===== config.mk =====
export PLATFORM = sky130hd
export DESIGN_NAME = alu_share_arb
export DESIGN_NICKNAME = d
export VERILOG_FILES = /design/src/rtl/alu_share_arb_pkg.sv /design/src/rtl/alu_share_arb_rsp_fifo.sv /design/src/rtl/alu_share_arb.sv
export SDC_FILE = /design/constraint.sdc
export NUM_CORES = 1
export LEC_CHECK = 0
export BUFFER_PORTS_ARGS = -buffer_cell sky130_fd_sc_hd__clkbuf_2
export CORE_AREA = 2 2 153 155
export DETAILED_ROUTE_END_ITERATION = 12
export DIE_AREA = 0 0 155 157
export PLACE_DENSITY = 0.58
export SETUP_SLACK_MARGIN = 0.15
export SLEW_MARGIN = 20
export SYNTH_ARGS = -nofsm -noshare
export SYNTH_HDL_FRONTEND = slang
export SYNTH_SLANG_ARGS = --single-unit

===== constraint.sdc =====
create_clock -name clk -period 6.3 [get_ports clk]
set_clock_uncertainty 0.05 [all_clocks]
set_input_delay 0.945 -clock clk [delete_from_list [all_inputs] [get_ports clk]]
set_output_delay 0.945 -clock clk [all_outputs]
set_load 0.02 [all_outputs]

===== src/rtl/alu_share_arb_pkg.sv =====
`default_nettype none
// ---------------------------------------------------------------------------
// alu_share_arb_pkg : MIPS opcode/funct constants, ALU operation bundle, NOP
// Revision 1.0
// ---------------------------------------------------------------------------
package alu_share_arb_pkg;

  localparam logic [5:0] INST_R     = 6'h00;
  localparam logic [5:0] INST_ADDIU = 6'h09;

  localparam logic [5:0] FUNCT_SLL  = 6'h00;
  localparam logic [5:0] FUNCT_ADDU = 6'h21;
  localparam logic [5:0] FUNCT_SUBU = 6'h23;
  localparam logic [5:0] FUNCT_AND  = 6'h24;
  localparam logic [5:0] FUNCT_OR   = 6'h25;

  typedef struct packed {
    logic [5:0]  opcode;
    logic [5:0]  funct;
    logic [4:0]  shamt;
    logic [15:0] imm;
    logic [31:0] rrs;
    logic [31:0] rrt;
  } alu_op_t;

  typedef struct packed {
    logic valid;
    logic id;
  } tag_t;

  localparam alu_op_t NOP_OP = '{opcode: INST_R, funct: FUNCT_SLL, shamt: 5'd0,
                                 imm: 16'd0, rrs: 32'd0, rrt: 32'd0};

endpackage
`default_nettype wire


===== src/rtl/alu_share_arb_rsp_fifo.sv =====
`default_nettype none
// ---------------------------------------------------------------------------
// alu_rsp_fifo : per-requester response FIFO with flush and occupancy output
// Revision 1.0
// ---------------------------------------------------------------------------
module alu_rsp_fifo #(
  parameter int DEPTH = 2,
  parameter int W     = 32,
  localparam int PW   = (DEPTH > 1) ? $clog2(DEPTH) : 1,
  localparam int CW   = $clog2(DEPTH + 1)
) (
  input  logic          clk,
  input  logic          rst_n,
  input  logic          push_i,
  input  logic [W-1:0]  data_i,
  input  logic          pop_i,
  input  logic          flush_i,
  output logic          valid_o,
  output logic [W-1:0]  data_o,
  output logic [CW-1:0] occ_o
);

  logic [W-1:0]  mem_q [DEPTH];
  logic [PW-1:0] rd_ptr_q, rd_ptr_d;
  logic [PW-1:0] wr_ptr_q, wr_ptr_d;
  logic [CW-1:0] occ_q, occ_d;
  logic          do_push, do_pop;

  function automatic logic [PW-1:0] ptr_inc(input logic [PW-1:0] p);
    return (p == PW'(DEPTH - 1)) ? '0 : p + PW'(1);
  endfunction

  // flush wins over a coincident push so a dropped result never lands
  assign do_push = push_i & ~flush_i;
  assign do_pop  = pop_i & (occ_q != '0);

  always_comb begin
    rd_ptr_d = rd_ptr_q;
    wr_ptr_d = wr_ptr_q;
    occ_d    = occ_q;
    if (flush_i) begin
      rd_ptr_d = '0;
      wr_ptr_d = '0;
      occ_d    = '0;
    end else begin
      if (do_push) wr_ptr_d = ptr_inc(wr_ptr_q);
      if (do_pop)  rd_ptr_d = ptr_inc(rd_ptr_q);
      occ_d = occ_q + CW'(do_push) - CW'(do_pop);
    end
  end

  always_ff @(posedge clk or negedge rst_n) begin
    if (!rst_n) begin
      rd_ptr_q <= '0;
      wr_ptr_q <= '0;
      occ_q    <= '0;
      for (int i = 0; i < DEPTH; i++) mem_q[i] <= '0;
    end else begin
      rd_ptr_q <= rd_ptr_d;
      wr_ptr_q <= wr_ptr_d;
      occ_q    <= occ_d;
      if (do_push) mem_q[wr_ptr_q] <= data_i;
    end
  end

  assign valid_o = (occ_q != '0);
  assign data_o  = mem_q[rd_ptr_q];
  assign occ_o   = occ_q;

  a_no_overflow : assert property (@(posedge clk) disable iff (!rst_n)
    !(do_push && !do_pop && (occ_q == CW'(DEPTH))));

endmodule
`default_nettype wire


===== src/rtl/alu_share_arb.sv =====
`default_nettype none
// ---------------------------------------------------------------------------
// alu_share_arb : shares one registered-output ALU between two requesters
// Revision 1.0
// ---------------------------------------------------------------------------
module alu_share_arb
  import alu_share_arb_pkg::*;
#(
  parameter bit RR_EN      = 1'b1,
  parameter int FIFO_DEPTH = 2
) (
  input  logic        clk,
  input  logic        rst_n,
  input  logic        flush0_i,
  input  logic        req0_valid_i,
  output logic        req0_ready_o,
  input  logic [5:0]  req0_opcode_i,
  input  logic [5:0]  req0_funct_i,
  input  logic [4:0]  req0_shamt_i,
  input  logic [15:0] req0_imm_i,
  input  logic [31:0] req0_rrs_i,
  input  logic [31:0] req0_rrt_i,
  input  logic        req1_valid_i,
  output logic        req1_ready_o,
  input  logic [5:0]  req1_opcode_i,
  input  logic [5:0]  req1_funct_i,
  input  logic [4:0]  req1_shamt_i,
  input  logic [15:0] req1_imm_i,
  input  logic [31:0] req1_rrs_i,
  input  logic [31:0] req1_rrt_i,
  output logic        rsp0_valid_o,
  input  logic        rsp0_ready_i,
  output logic [31:0] rsp0_data_o,
  output logic        rsp1_valid_o,
  input  logic        rsp1_ready_i,
  output logic [31:0] rsp1_data_o,
  output logic [5:0]  alu_opcode_o,
  output logic [5:0]  alu_funct_o,
  output logic [4:0]  alu_shamt_o,
  output logic [15:0] alu_imm_o,
  output logic [31:0] alu_rrs_o,
  output logic [31:0] alu_rrt_o,
  input  logic [31:0] alu_rslt_i
);

  localparam int OCW = $clog2(FIFO_DEPTH + 1);
  localparam int CW  = $clog2(FIFO_DEPTH + 2);

  tag_t           tag_q, tag_d;
  logic           rr_ptr_q, rr_ptr_d;
  logic [OCW-1:0] occ0, occ1;
  logic [CW-1:0]  cnt0, cnt1;
  logic           pop0, pop1, elig0, elig1, cand0, cand1;
  logic           gnt0, gnt1, issue, push0, push1;
  alu_op_t        op0, op1, alu_op;

  assign op0 = '{opcode: req0_opcode_i, funct: req0_funct_i, shamt: req0_shamt_i,
                 imm: req0_imm_i, rrs: req0_rrs_i, rrt: req0_rrt_i};
  assign op1 = '{opcode: req1_opcode_i, funct: req1_funct_i, shamt: req1_shamt_i,
                 imm: req1_imm_i, rrs: req1_rrs_i, rrt: req1_rrt_i};

  // credit = in-flight + buffered; a same-cycle pop frees a slot immediately
  assign pop0  = rsp0_valid_o & rsp0_ready_i;
  assign pop1  = rsp1_valid_o & rsp1_ready_i;
  assign cnt0  = CW'(occ0) + CW'(tag_q.valid & ~tag_q.id);
  assign cnt1  = CW'(occ1) + CW'(tag_q.valid & tag_q.id);
  assign elig0 = ((cnt0 - CW'(pop0)) < CW'(FIFO_DEPTH)) & ~flush0_i;
  assign elig1 = ((cnt1 - CW'(pop1)) < CW'(FIFO_DEPTH));
  assign cand0 = req0_valid_i & elig0;
  assign cand1 = req1_valid_i & elig1;

  always_comb begin
    gnt0 = 1'b0;
    gnt1 = 1'b0;
    if (cand0 && cand1) begin
      if (RR_EN && rr_ptr_q) gnt1 = 1'b1;
      else                   gnt0 = 1'b1;
    end else begin
      gnt0 = cand0;
      gnt1 = cand1;
    end
    gnt0 = gnt0 & rst_n;
    gnt1 = gnt1 & rst_n;
  end

  assign issue        = gnt0 | gnt1;
  assign req0_ready_o = gnt0;
  assign req1_ready_o = gnt1;
  assign alu_op       = gnt1 ? op1 : (gnt0 ? op0 : NOP_OP);
  assign {alu_opcode_o, alu_funct_o, alu_shamt_o, alu_imm_o, alu_rrs_o, alu_rrt_o} = alu_op;

  // rr_ptr_q=1 means requester 1 wins the next tie
  assign tag_d    = '{valid: issue, id: gnt1};
  assign rr_ptr_d = issue ? gnt0 : rr_ptr_q;

  always_ff @(posedge clk or negedge rst_n) begin
    if (!rst_n) begin
      tag_q    <= '0;
      rr_ptr_q <= 1'b0;
    end else begin
      tag_q    <= tag_d;
      rr_ptr_q <= rr_ptr_d;
    end
  end

  assign push0 = tag_q.valid & ~tag_q.id & ~flush0_i;
  assign push1 = tag_q.valid & tag_q.id;

  alu_rsp_fifo #(.DEPTH(FIFO_DEPTH), .W(32)) u_fifo0 (
    .clk     (clk),
    .rst_n   (rst_n),
    .push_i  (push0),
    .data_i  (alu_rslt_i),
    .pop_i   (rsp0_ready_i),
    .flush_i (flush0_i),
    .valid_o (rsp0_valid_o),
    .data_o  (rsp0_data_o),
    .occ_o   (occ0)
  );

  alu_rsp_fifo #(.DEPTH(FIFO_DEPTH), .W(32)) u_fifo1 (
    .clk     (clk),
    .rst_n   (rst_n),
    .push_i  (push1),
    .data_i  (alu_rslt_i),
    .pop_i   (rsp1_ready_i),
    .flush_i (1'b0),
    .valid_o (rsp1_valid_o),
    .data_o  (rsp1_data_o),
    .occ_o   (occ1)
  );

endmodule
`default_nettype wire


======== Word-level counts from Yosys, hierarchy flattened ========
Index checks and enable logic that the tools add are counted.
word-level totals
  output and inout port bits .............. 165
  input bits .............................. 233
  logic and storage cells ................. 88
  bits in read-only memories .............. 0
  bits in latches ......................... 0
  memories ................................ 0
  register bits ........................... 139
  bits in writable memories ............... 0
cells by class
  reductions and logical operators ........ 7
  $mul .................................... 0
  eq/ne operators ......................... 0
  add/subtract/negate cells ............... 12
  divide/modulo/power cells ............... 0
  bitwise logic cells ..................... 21
  shift operators ......................... 0
  mux-type cells .......................... 27
  magnitude comparators ................... 8
operators by type and width
  kind                 number
  $mux 32              8
  $mux 97              2
  $bwmux 64            2
  $demux 32 s1         2
  $and 1x1->1          12
  $mux 1               12
  $not 1->2            5
  $ge 2x2->1 const B   4
  $reduce_bool 2->1    4
  $sub 2x1->2          4
  $add 2x1->2          3
  $add 1x1->1 const B  4
  $lt 2x1->1 const B   2
  $lt 2x2->1 const B   2
  $logic_and 1x1->1    3
  $add 2x2->2          1
  $and 1x2->2          1
  $mux 2               1
  $not 1->1            2
  $or 1x1->1           1

======== Longest topological paths before layout ========
  depth after elaboration ................. 12
  gate-level depth with buffers ........... 11

======== By module ========
A second synthesis with hierarchy kept.
second synthesis, totals
  cell total of the unflattened synthesis .. 541
  area total of the unflattened synthesis .. 7438.4 um^2
modules (own cells, without submodules)
  module         area each (um^2)  cells each  instances
  alu_rsp_fifo   3020.4            191         2
  alu_share_arb  1397.6            159         1

======== Least setup slack after synthesis ========
Ideal clock, no wire load.
  path type ............................... input port to output port
  start ................................... input rsp0_ready_i
  end ..................................... output alu_funct_o[0]
  stages .................................. 8
  buffers on the path ..................... 2
  data arrival time ....................... 2.847 ns
  setup slack ............................. 2.458 ns
  path through ............................ and2_1 -> ha_1 -> nor3b_1 -> xor2_1 -> a311oi_4 -> buf_2 -> buf_6 -> a22o_1
between the ends
  longest elaborated chain between the ends .. 10
RTL lines
  what                line                 RTL
  start: declaration  alu_share_arb.sv:32  input logic rsp0_ready_i,
  $and 1x1->1 (*)     alu_share_arb.sv:63  assign pop0 = rsp0_valid_o & rsp0_ready_i;
  $sub 2x1->2 (*)     alu_share_arb.sv:67  assign elig0 = ((cnt0 - CW'(pop0)) < CW'(FIFO_DEPTH)) & ~flush0_i;
  $lt 2x2->1 (*)      alu_share_arb.sv:67
  $and 1x1->1 (*)     alu_share_arb.sv:67
  $and 1x1->1 (*)     alu_share_arb.sv:69  assign cand0 = req0_valid_i & elig0;
  $logic_and 1x1->1   alu_share_arb.sv:75  if (cand0 && cand1) begin
  $mux 1              alu_share_arb.sv:75
  $and 1x1->1         alu_share_arb.sv:82  gnt0 = gnt0 & rst_n;
  $mux 97             alu_share_arb.sv:89  assign alu_op = gnt1 ? op1 : (gnt0 ? op0 : NOP_OP);
  $mux 97 (*)         alu_share_arb.sv:89
  end: declaration    alu_share_arb.sv:38  output logic [5:0] alu_funct_o,
Mark *: on every way between the ends. The rest lies on a longest branch, timed or not.

======== Worst setup path in the final report ========
  start ................................... register u_fifo1.occ_q[0] (netlist: u_fifo1.occ_o[0])
  end ..................................... output alu_rrs_o[16]
between the ends
  longest elaborated chain between the ends .. 10
RTL lines
  what                      line                          RTL
  start: declaration        alu_share_arb_rsp_fifo.sv:26  logic [CW-1:0] occ_q, occ_d;
  start signal: assignment  alu_share_arb_rsp_fifo.sv:56  occ_q <= '0;
  start signal: assignment  alu_share_arb_rsp_fifo.sv:61  occ_q <= occ_d;
  $reduce_bool 2->1 (*)     alu_share_arb_rsp_fifo.sv:66  assign valid_o = (occ_q != '0);
  $and 1x1->1 (*)           alu_share_arb.sv:64           assign pop1 = rsp1_valid_o & rsp1_ready_i;
  via pop1                  alu_share_arb.sv:53           logic pop0, pop1, elig0, elig1, cand0, cand1;
  $sub 2x1->2 (*)           alu_share_arb.sv:68           assign elig1 = ((cnt1 - CW'(pop1)) < CW'(FIFO_DEPTH));
  $lt 2x2->1 (*)            alu_share_arb.sv:68
  $and 1x1->1 (*)           alu_share_arb.sv:70           assign cand1 = req1_valid_i & elig1;
  $logic_and 1x1->1         alu_share_arb.sv:75
  $mux 1                    alu_share_arb.sv:75
  $and 1x1->1               alu_share_arb.sv:82
  $mux 97                   alu_share_arb.sv:89
  $mux 97 (*)               alu_share_arb.sv:89
  end: declaration          alu_share_arb.sv:41           output logic [31:0] alu_rrs_o,
Mark *: on every way through the listed nets, which the timed path passes. The rest lies on a longest branch.

==> parameters.txt <==
Parameter                              Value

Clock tree
  Register clock-pin slew on the reported worst setup and hold paths ... 70 ps
  Clock root buffer master ... clkbuf_16
  Clock latency reported for the late side of the worst-skew pair ... 420 ps
  Number of hold buffers added after cts ... 0
  Maximum root-to-sink buffer count ... 2
  Clock tree from TritonCTS ... done
  Clock net sink count ... 139
  Clock buffer count from CTS ... 17
  Buffers inserted by post-CTS timing repair ... 0
  H-tree depth reported by CTS ... 4
  Number of cells upsized or downsized after cts ... 0

Worst setup path
  Max FO, Critical Path ... 26
  Reg-to-reg critical path startpoint ... u_fifo1.occ_o[0]
  Kind of start point of the critical path ... flop
  Launching instance or port of the critical path ... u_fifo1.occ_o[0]
  Logic depth of the worst setup path including buffers ... 11
  Worst Path Required ... 5300 ps
  Endpoint of the most critical setup path ... alu_rrs_o[16]
  Critical path, cell by cell ... or2_2 -> and2_1 -> ha_1 -> inv_1 -> ha_1 -> xnor3_1 -> nand3_1 -> a31oi_4 -> buf_4 -> a22o_1 -> clkbuf_2
  Terminus of the critical flop-to-flop path ... tag_q[0]
  Top cell family by delay on the critical path ... compound AO/OA/AOI/OAI gates
  Setup slack of the most critical reg-to-reg path ... 3560 ps
  Most used cell along the critical path ... ha_1
  Critical path class ... reg2out
  Worst reg-to-reg path cell count ... 8
  Crit path capture type ... output port
  Slowest CP cell ... a31oi_4
  Data arrival time of the critical path ... 3710 ps
  Stage delay of the slowest cell on the critical path ... 700 ps
  Crit path buf inv count ... 3

STA
  Relative max-transition margin ... 0.316
  Setup Total Neg Slack ... 0 ps
  Max frequency ... 213 MHz
  Final worst hold slack ... 435 ps
  Max Transition Viols Final ... 0
  Final Cycle Share ... 0.747
  RSZ-0062 raised after global routing ... no
  Hold Fails Final Rpt ... 0
  Slew at the pin closest to its max-slew limit ... 1030 ps
  Final worst path period need ... 4700 ps
  Final setup violation count ... 0

Route
  Number of remaining DRC errors ... 0
  Routed wire per std cell ... 21.7 um
  Number of DRC markers in iteration 0 ... 337
  Number of detailed-route iterations in the first pass ... 4
  Ratio of routed vias to standard cells ... 4.98
  Remaining antenna violation count ... 0
  Vias post-DR ... 6003
  Wirelength, routed ... 26200 um

Synth
  Unique masters post-synth ... 27
  FFs w/ async S/R, synth ... 1.00
  Sequential fraction of the synthesis area ... 0.494
  Area of the mapped netlist ... 7040 um2
  Synthesis-stage register bit count ... 139
  Post-Synthesis Mean Instance Area ... 13.7 um2
  EDFF count, synth ... 0
  Area share of the largest cell type after synthesis ... 0.494
  Area leader, netlist ... dfrtp_1
  Number of cells produced by synthesis ... 515
  Prevailing post-synth register cell ... dfrtp_1
  Post-synth net total ... 752
  Syn. warnings ... 0
  Main area contributors after synthesis ... dfrtp_1 (49%), mux2_2 (30%), a22o_1 (12%), buf_2 (1.4%), clkbuf_1 (0.80%)

Floorplan
  Initial cell density of the core ... 0.313
  Core Area ... 22500 um2
  Height of the die ... 157 um
  Floorplan die width ... 155 um
  I/O pins ... 398
  Cell row count ... 55
  Overall die area ... 24300 um2

Min path
  Worst min path class ... reg2reg
  Hold Path Depth ... 1

Global route
  Number of antenna violations at the first check in global routing ... 17
  Via count of the first global-routing pass ... 6009
  Global router's overall resource usage ... 0.209
  Wire length of the first global-routing pass ... 37500 um
  Largest net degree at the start of global routing ... 73
  Total congestion overflow after global routing ... 0

Power
  P_leak ... 5.01 nW
  PwrDens ... 493 nW/um2
  Max rail drop VDD ... 0.183 mV

Place
  Half-perimeter wire length of the detailed placement result ... 20500 um
  Number of input and output port buffers inserted ... 397
  Final weighted congestion of routability-driven global placement ... 1.01

Run status
  Result of the run ... finished clean

Job
  Max cap viols ... 0

Cells and area
  Syn-to-layout area delta ... 41.1%
  Total number of nets in the final design ... 1139
  Share of cells above drive strength 1 ... 0.695
[metal layers]
metal  vias up  global-route usage  wire length, um
li1       2731                   -                -
met1      2927               0.265            10500
met2       265               0.319            12000
met3        56              0.0925             2810
met4        24              0.0705              681
met5         -                   0              161
[layout make-up]
cell class                      instances  area [um2]
Fill cell                            2127       12600
Sequential cell                       139        3480
Multi-Input combinational cell        328        3350
Timing Repair Buffer                  411        2140
Clock buffer                           17         425
Tap cell                              285         357
Clock inverter                         15         146
Inverter                                5        18.8
Antenna cell                            6        15.0
[metrics by stage]
step	instances	setup slack, ps	utilization	area [um2]	power (mW)
3_3_place_gp	1166	1560	0.414	9320	3.93
5_1_grt	1201	1280	0.441	9920	5.19
3_5_place_dp	1168	1660	0.415	9350	3.97
6_report	1206	1600	0.441	9930	4.90
2_1_floorplan	515	2460	-	7040	3.18
4_1_cts	1200	1540	0.441	9920	4.96
[sequential cells by signal (all words and copies together), names as in the netlist]
| signal | count |
|---|---|
| u_fifo0.occ_o | 2 |
| u_fifo1.rd_ptr_q | 1 |
| u_fifo1.mem_q | 64 |
| u_fifo0.rd_ptr_q | 1 |
| rr_ptr_q | 1 |
| u_fifo0.wr_ptr_q | 1 |
| tag_q | 2 |
| u_fifo1.wr_ptr_q | 1 |
| u_fifo1.occ_o | 2 |
| u_fifo0.mem_q | 64 |
[placed cells by master (no fill, tap or decap), drive strengths merged, types with 2 or more instances in the layout]
cell        n
mux2      192
a22o       97
xnor2       4
and2        4
clkinv      2
clkinvlp    4
nor2b       4
buf        15
nor2        4
diode       6
inv        14
or2         2
ha          4
xor2        4
nand3b      2
nand2       3
clkbuf    413
dfrtp     139
[worst register-to-register path, cell delays in order, from the launching register on]
cell and delay (ps):
dfrtp_1 370, or2_2 300, and2_1 180, ha_1 270, inv_1 40, ha_1 170, xnor3_1 310, nand3_1 160
a31oi_4 700
[report_power, final]
part	switching, mW	internal (mW)	total (mW)
logic	1.26	1.09	2.36
clock network	0.444	0.525	0.969
registers	0.238	1.34	1.58
[synth_stat cells (2+ instances only)]
library cell  number
mux2_2           187
inv_1              5
nand2_1            3
or2_2              2
mux2_1             5
and2_1             4
nor2b_1            4
dfrtp_1          139
buf_2             19
clkbuf_1          15
xnor2_1            4
nand3b_1           2
a22o_1            97
buf_1              6
nor2_1             4
ha_1               4
buf_6              2
xor2_1             4
[worst min-delay path by stage]
stage	startpoint	end	slack (ps)
global placement	u_fifo0.mem_q[46]	u_fifo0.mem_q[46]	410
global route	u_fifo1.wr_ptr_q	u_fifo1.wr_ptr_q	460
CTS	u_fifo0.mem_q[46]	u_fifo0.mem_q[46]	440
floorplan	u_fifo0.mem_q[1]	u_fifo0.mem_q[1]	400
detailed placement	u_fifo0.mem_q[46]	u_fifo0.mem_q[46]	420
finish	u_fifo0.mem_q[1]	u_fifo0.mem_q[1]	430
[logic make-up (layout without fill, tap and decap cells)]
logic type                 after synthesis  after routing  synth area share
AOI/OAI and AO/OA                      101            101             0.130
xor gates and xnor gates                 9              9            0.0131
adders and majority gates                4              4           0.00711
buffers and inverters                   48            448            0.0316
DFF                                    139            139             0.494
and+or+nand+nor                         22             22            0.0174
other                                    0              6                 0
muxes                                  192            192             0.307
Power figures use the tool's default switching activity.
